File: src/rtl/fetch_pkg.sv
// Shared types and constants for the instruction-fetch stage.
// EXC_INST_ADDR_MISALIGNED uses the same cause numbering as execute_jump.
package fetch_pkg;

  typedef enum logic [1:0] {
    IDLE  = 2'd0,
    REQ   = 2'd1,
    HOLD  = 2'd2,
    FAULT = 2'd3
  } fetch_state_t;

  localparam int unsigned INST_BYTES = 4;
  localparam logic [5:0] EXC_INST_ADDR_MISALIGNED = 6'd0;

endpackage

File: src/rtl/fetch_unit.sv
// Instruction-fetch stage: owns the PC, issues single outstanding word fetches,
// holds one instruction for decode and applies execute redirects.
module fetch_unit
  import fetch_pkg::*;
#(
  parameter logic [31:0] RESET_PC = 32'h0000_0000
) (
  input  logic        clk,
  input  logic        reset_n,
  input  logic        exec_valid,
  input  logic        exec_jump_pc,
  input  logic [31:0] exec_pc_out,
  output logic        mem_req,
  output logic [31:0] mem_addr,
  input  logic        mem_ack,
  input  logic [31:0] mem_data,
  output logic        decode_valid,
  input  logic        decode_ready,
  output logic [31:0] decode_inst,
  output logic [31:0] decode_pc,
  output logic [5:0]  exception_num_out,
  output logic        exception_valid_out
);

  fetch_state_t r_state;
  logic [31:0]  r_pc;
  logic         r_squash;
  logic         r_mem_req;
  logic [31:0]  r_mem_addr;
  logic         r_dec_valid;
  logic [31:0]  r_dec_inst;
  logic [31:0]  r_dec_pc;
  logic         r_exc_valid;
  logic [5:0]   r_exc_num;

  logic         w_redir;
  logic         w_aligned;
  logic         w_busy;
  logic [31:0]  w_pc_inc;

  assign w_redir   = exec_valid & exec_jump_pc;
  assign w_aligned = (exec_pc_out[1:0] == 2'b00);
  // A request is still outstanding after this cycle unless it is acked now.
  assign w_busy    = r_mem_req & ~mem_ack;
  assign w_pc_inc  = r_pc + 32'(INST_BYTES);

  always_ff @(posedge clk or negedge reset_n) begin
    if (!reset_n) begin
      r_state     <= IDLE;
      r_pc        <= RESET_PC;
      r_squash    <= 1'b0;
      r_mem_req   <= 1'b0;
      r_mem_addr  <= 32'h0;
      r_dec_valid <= 1'b0;
      r_dec_inst  <= 32'h0;
      r_dec_pc    <= 32'h0;
      r_exc_valid <= 1'b0;
      r_exc_num   <= 6'd0;
    end else if (w_redir) begin
      r_dec_valid <= 1'b0;
      if (w_aligned) begin
        r_pc        <= exec_pc_out;
        r_state     <= REQ;
        r_exc_valid <= 1'b0;
        if (w_busy) begin
          // Old address stays on the bus; its data is dropped when acked.
          r_squash <= 1'b1;
        end else begin
          r_squash   <= 1'b0;
          r_mem_req  <= 1'b1;
          r_mem_addr <= exec_pc_out;
        end
      end else begin
        r_state     <= FAULT;
        r_exc_valid <= 1'b1;
        r_exc_num   <= EXC_INST_ADDR_MISALIGNED;
        r_squash    <= 1'b0;
        if (!w_busy) r_mem_req <= 1'b0;
      end
    end else begin
      case (r_state)
        IDLE: begin
          r_state    <= REQ;
          r_mem_req  <= 1'b1;
          r_mem_addr <= r_pc;
        end
        REQ: begin
          if (r_mem_req && mem_ack) begin
            if (r_squash) begin
              r_squash   <= 1'b0;
              r_mem_addr <= r_pc;
            end else begin
              r_mem_req   <= 1'b0;
              r_dec_valid <= 1'b1;
              r_dec_inst  <= mem_data;
              r_dec_pc    <= r_pc;
              r_state     <= HOLD;
            end
          end
        end
        HOLD: begin
          if (decode_ready) begin
            r_dec_valid <= 1'b0;
            r_pc        <= w_pc_inc;
            r_mem_req   <= 1'b1;
            r_mem_addr  <= w_pc_inc;
            r_state     <= REQ;
          end
        end
        FAULT: begin
          if (r_mem_req && mem_ack) begin
            r_mem_req <= 1'b0;
            r_squash  <= 1'b0;
          end
        end
        default: r_state <= IDLE;
      endcase
    end
  end

  assign mem_req             = r_mem_req;
  assign mem_addr            = r_mem_addr;
  assign decode_valid        = r_dec_valid;
  assign decode_inst         = r_dec_inst;
  assign decode_pc           = r_dec_pc;
  assign exception_valid_out = r_exc_valid;
  assign exception_num_out   = r_exc_num;

endmodule
File: config.mk
export PLATFORM = sky130hd
export DESIGN_NAME = fetch_unit
export DESIGN_NICKNAME = d
export VERILOG_FILES = /design/src/rtl/fetch_pkg.sv /design/src/rtl/fetch_unit.sv
export SDC_FILE = /design/constraint.sdc
export NUM_CORES = 1
export LEC_CHECK = 0
export CAP_MARGIN = 20
export CORE_MARGIN = 5
export CORE_UTILIZATION = 35
export CTS_BUF_LIST = sky130_fd_sc_hd__clkbuf_8
export DETAILED_ROUTE_END_ITERATION = 6
export GPL_TIMING_DRIVEN = 0
export SYNTH_ARGS = -nofsm -noshare
export SYNTH_HDL_FRONTEND = slang
export SYNTH_SLANG_ARGS = --single-unit
File: constraint.sdc
create_clock -name clk -period 5.5 [get_ports clk]
set_input_delay 0.55 -clock clk [delete_from_list [all_inputs] [get_ports clk]]
set_output_delay 0.55 -clock clk [all_outputs]
set_load 0.02 [all_outputs]
==> impl_metrics.env <==
export IMPL_outcome="completed"
export IMPL_post_cts_buffers=0
export IMPL_synth_edf_count=0
export IMPL_syn_cell_area_um2=6848
export IMPL_core_um2=19330
export IMPL_hpwl_um=15810
export IMPL_maxCapViolations=0
export IMPL_fin_crit_sh_pct=52.11
export IMPL_die_y_um=149.9
export IMPL_cts_sinks=134
export IMPL_nets=943
export IMPL_numCtsBuffers=17
export IMPL_wl_per_cell_um=19.52
export IMPL_ys_seq_elements=134
export IMPL_ios=175
export IMPL_tightest_slew_ns=1.012
export IMPL_cts_hold_buf=0
export IMPL_htree_num_levels=4
export IMPL_reg2reg_slack_ns=2.63
export IMPL_routabilityCongestion=0.8580
export IMPL_antenna_cells=0
export IMPL_place_ws_ns=2.355
export IMPL_utilization_pct=47.88
export IMPL_io_buffers=168
export IMPL_cts_resized=0
export IMPL_ys_warn_count=0
export IMPL_arrival_ns=3.19
export IMPL_drt_initial_drc_count=536
export IMPL_antenna_found_initial=0
export IMPL_fin_worst_skew_ns=0.01565
export IMPL_drv_slew=0
export IMPL_dieArea_um2=22460
export IMPL_grt_max_degree=75
export IMPL_synthArstFlopShare_pct=100.0
export IMPL_pwr_density_cell_nw_per_um2=566.8
export IMPL_rows=51
export IMPL_cts_tree="done"
export IMPL_synth_ff_type="dfrtp_1"
export IMPL_vias=6027
export IMPL_final_area_um2=9258
export IMPL_finalWirelength_um=22270
export IMPL_irDropWorstVdd_mv=0.3035
export IMPL_end_kind="flop"
export IMPL_via_per_inst=5.282
export IMPL_setup_violations=0
export IMPL_overflow=0
export IMPL_layout_min_cycle_time_ns=2.866
export IMPL_grt_pass1_vias=5960
export IMPL_ys_seq_area_share_pct=48.97
export IMPL_rsz0062_at_grt="no"
export IMPL_place_area_um2=8909
export IMPL_cts_path_max_buffers=2
export IMPL_worstPathRequired_ns=5.82
export IMPL_worstSetupStartpointType="flop"
export IMPL_final_antenna_net_count=0
export IMPL_crit_type="flop to flop"
export IMPL_p_leak_uw=0.003781
export IMPL_synthCells=675
export IMPL_finalHoldViolCount=0
export IMPL_initial_core_util_pct=35.42
export IMPL_cts_root_buf="clkbuf_8"
export IMPL_firstDrtPassIters=5
export IMPL_path_max_fanout=10
export IMPL_fill_cells=1833
export IMPL_postSynthAreaPerCell_um2=10.14
export IMPL_drcViolationCount=0
export IMPL_grt_total_usage_pct=20.02
export IMPL_min_path_type="input pin to asynchronous set/reset pin"
export IMPL_dieWidth_um=149.9
export IMPL_path_clk_slew_ns=0.08
export IMPL_worst_slack_ns=2.634
export IMPL_grt_pass1_wl_um=34530
export IMPL_synthToLayoutAreaGrowth_pct=35.19
export IMPL_ys_types=63
export IMPL_max_freq_ghz=0.3489
export IMPL_insertion_delay_ns=0.46
export IMPL_drive_above_1_share_pct=8.790
export IMPL_maxSlewHeadroom_pct=32.14
## layer usage
layer / wire [µm] / up-vias / share of wire [%] / GRT usage (%)
met5: 0 / - / 0 / 0
met4: 350 / 0 / 1.6 / 5.124
met3: 1663 / 28 / 7.5 / 4.936
met2: 10310 / 249 / 46 / 32.21
met1: 9939 / 2911 / 45 / 27.15
li1: - / 2839 / - / -
## metrics by stage
step | TNS [ns] | instances | hold slack (ns) | total power (µW)
floorplan | 0 | 680 | 0.2544 | 3284
global placement | -246.13 | 1113 | 0.4625 | 4464
detailed placement | 0 | 1114 | 0.4660 | 4489
CTS | 0 | 1141 | 0.1386 | 5290
global route | 0 | 1141 | 0.1610 | 5603
finish | 0 | 1141 | 0.1047 | 5247
## flip-flops by register name, indices dropped and copies added, names as in the netlist
register,cells
r_state,2
r_pc,32
r_squash,1
decode_pc,32
decode_valid,1
mem_req,1
mem_addr,32
decode_inst,32
exception_valid_out,1
## synthesized netlist by cell type, drive strengths merged, types with 10 or more instances
master / count / area share [%]
dfrtp: 134 / 49
nor2: 67 / 3.7
nand3: 16 / 1.4
nor3: 14 / 1.2
o31ai: 11 / 1.2
o22a: 13 / 1.7
a21oi: 36 / 2.6
nand2: 53 / 2.9
nand4: 21 / 2.1
buf: 34 / 2.6
and3: 15 / 1.4
clkbuf: 29 / 1.6
o21ai: 27 / 2.0
a31oi: 18 / 1.6
xor2: 10 / 1.3
mux2: 61 / 10
## where the power goes
part | total, µW | internal, µW | switching, µW
combinational | 2680 | 1210 | 1470
sequential | 1790 | 1460 | 326
clock | 779 | 407 | 372
## cell type report
cell class / instances / area (µm²) / area share (%)
Multi-Input combinational cell: 477 / 3201 / 34.57
Inverter: 6 / 22.52 / 0.2433
Clock buffer: 19 / 261.5 / 2.825
Tap cell: 265 / 331.6 / 3.582
Buffer: 63 / 290.3 / 3.136
Sequential cell: 134 / 3353 / 36.22
Timing Repair Buffer: 169 / 1710 / 18.48
Clock inverter: 8 / 87.58 / 0.9461
## final timing paths
kind / start / to / cells after the start
min in group clk: mem_addr[5] / mem_addr[5] / 2
worst min-delay path: reset_n / decode_inst[27] / 1
max in group asynchronous: reset_n / decode_pc[22] / 2
worst min register to register: mem_addr[5] / mem_addr[5] / 2
worst max-delay path: r_state[0] / r_pc[16] / 8
worst max register to register: r_state[0] / r_pc[16] / 8
## worst max-delay path: stages, from the launching register on
cell	delay [ns]
dfrtp_1	0.42
inv_1	0.09
ha_1	0.42
clkbuf_1	0.51
a31o_2	0.46
buf_1	0.49
o21ai_0	0.18
nand2_1	0.10
o21ai_1	0.06
## placed cells by master (no fill, tap or decap), types with 4 or more instances in the layout
master	synthesis	final
buf_2	16	16
a221oi_1	4	4
o21a_1	6	6
clkdlybuf4s50_1	0	167
a21oi_1	36	36
o21ai_1	11	11
o31ai_1	11	11
mux2_2	11	11
o22a_1	13	13
nand4_1	20	20
mux2_1	50	50
dfrtp_1	134	134
xnor2_1	6	6
nor3_1	12	12
nand2_1	53	53
o21ai_0	16	16
xor2_1	10	10
conb_1	1	6
buf_1	9	9
clkbuf_1	29	29
o2bb2a_1	4	4
nor2_1	67	67
nand3_1	15	15
ha_1	5	5
buf_4	9	9
clkinv_2	0	4
inv_1	6	8
a31oi_1	18	18
clkbuf_8	0	19
a41oi_1	6	6
a211oi_1	6	6
mux2i_1	4	4
a2bb2oi_1	4	4
a31o_2	6	6
a21o_1	4	4
and3_1	15	15
and2_1	5	5
o22ai_1	9	9
## cell families after synthesis
| logic type | after synthesis | synth area share (%) |
|---|---|---|
| xor gates and xnor gates | 16 | 2.046 |
| other | 1 | 0.05476 |
| adders and majority gates | 5 | 0.9136 |
| and+or+nand+nor | 216 | 16.17 |
| AOI/OAI and AO/OA | 169 | 16.66 |
| DFF | 134 | 48.97 |
| muxes | 65 | 10.62 |
| buffers and inverters | 69 | 4.568 |
(Power assumes the default switching activity.)
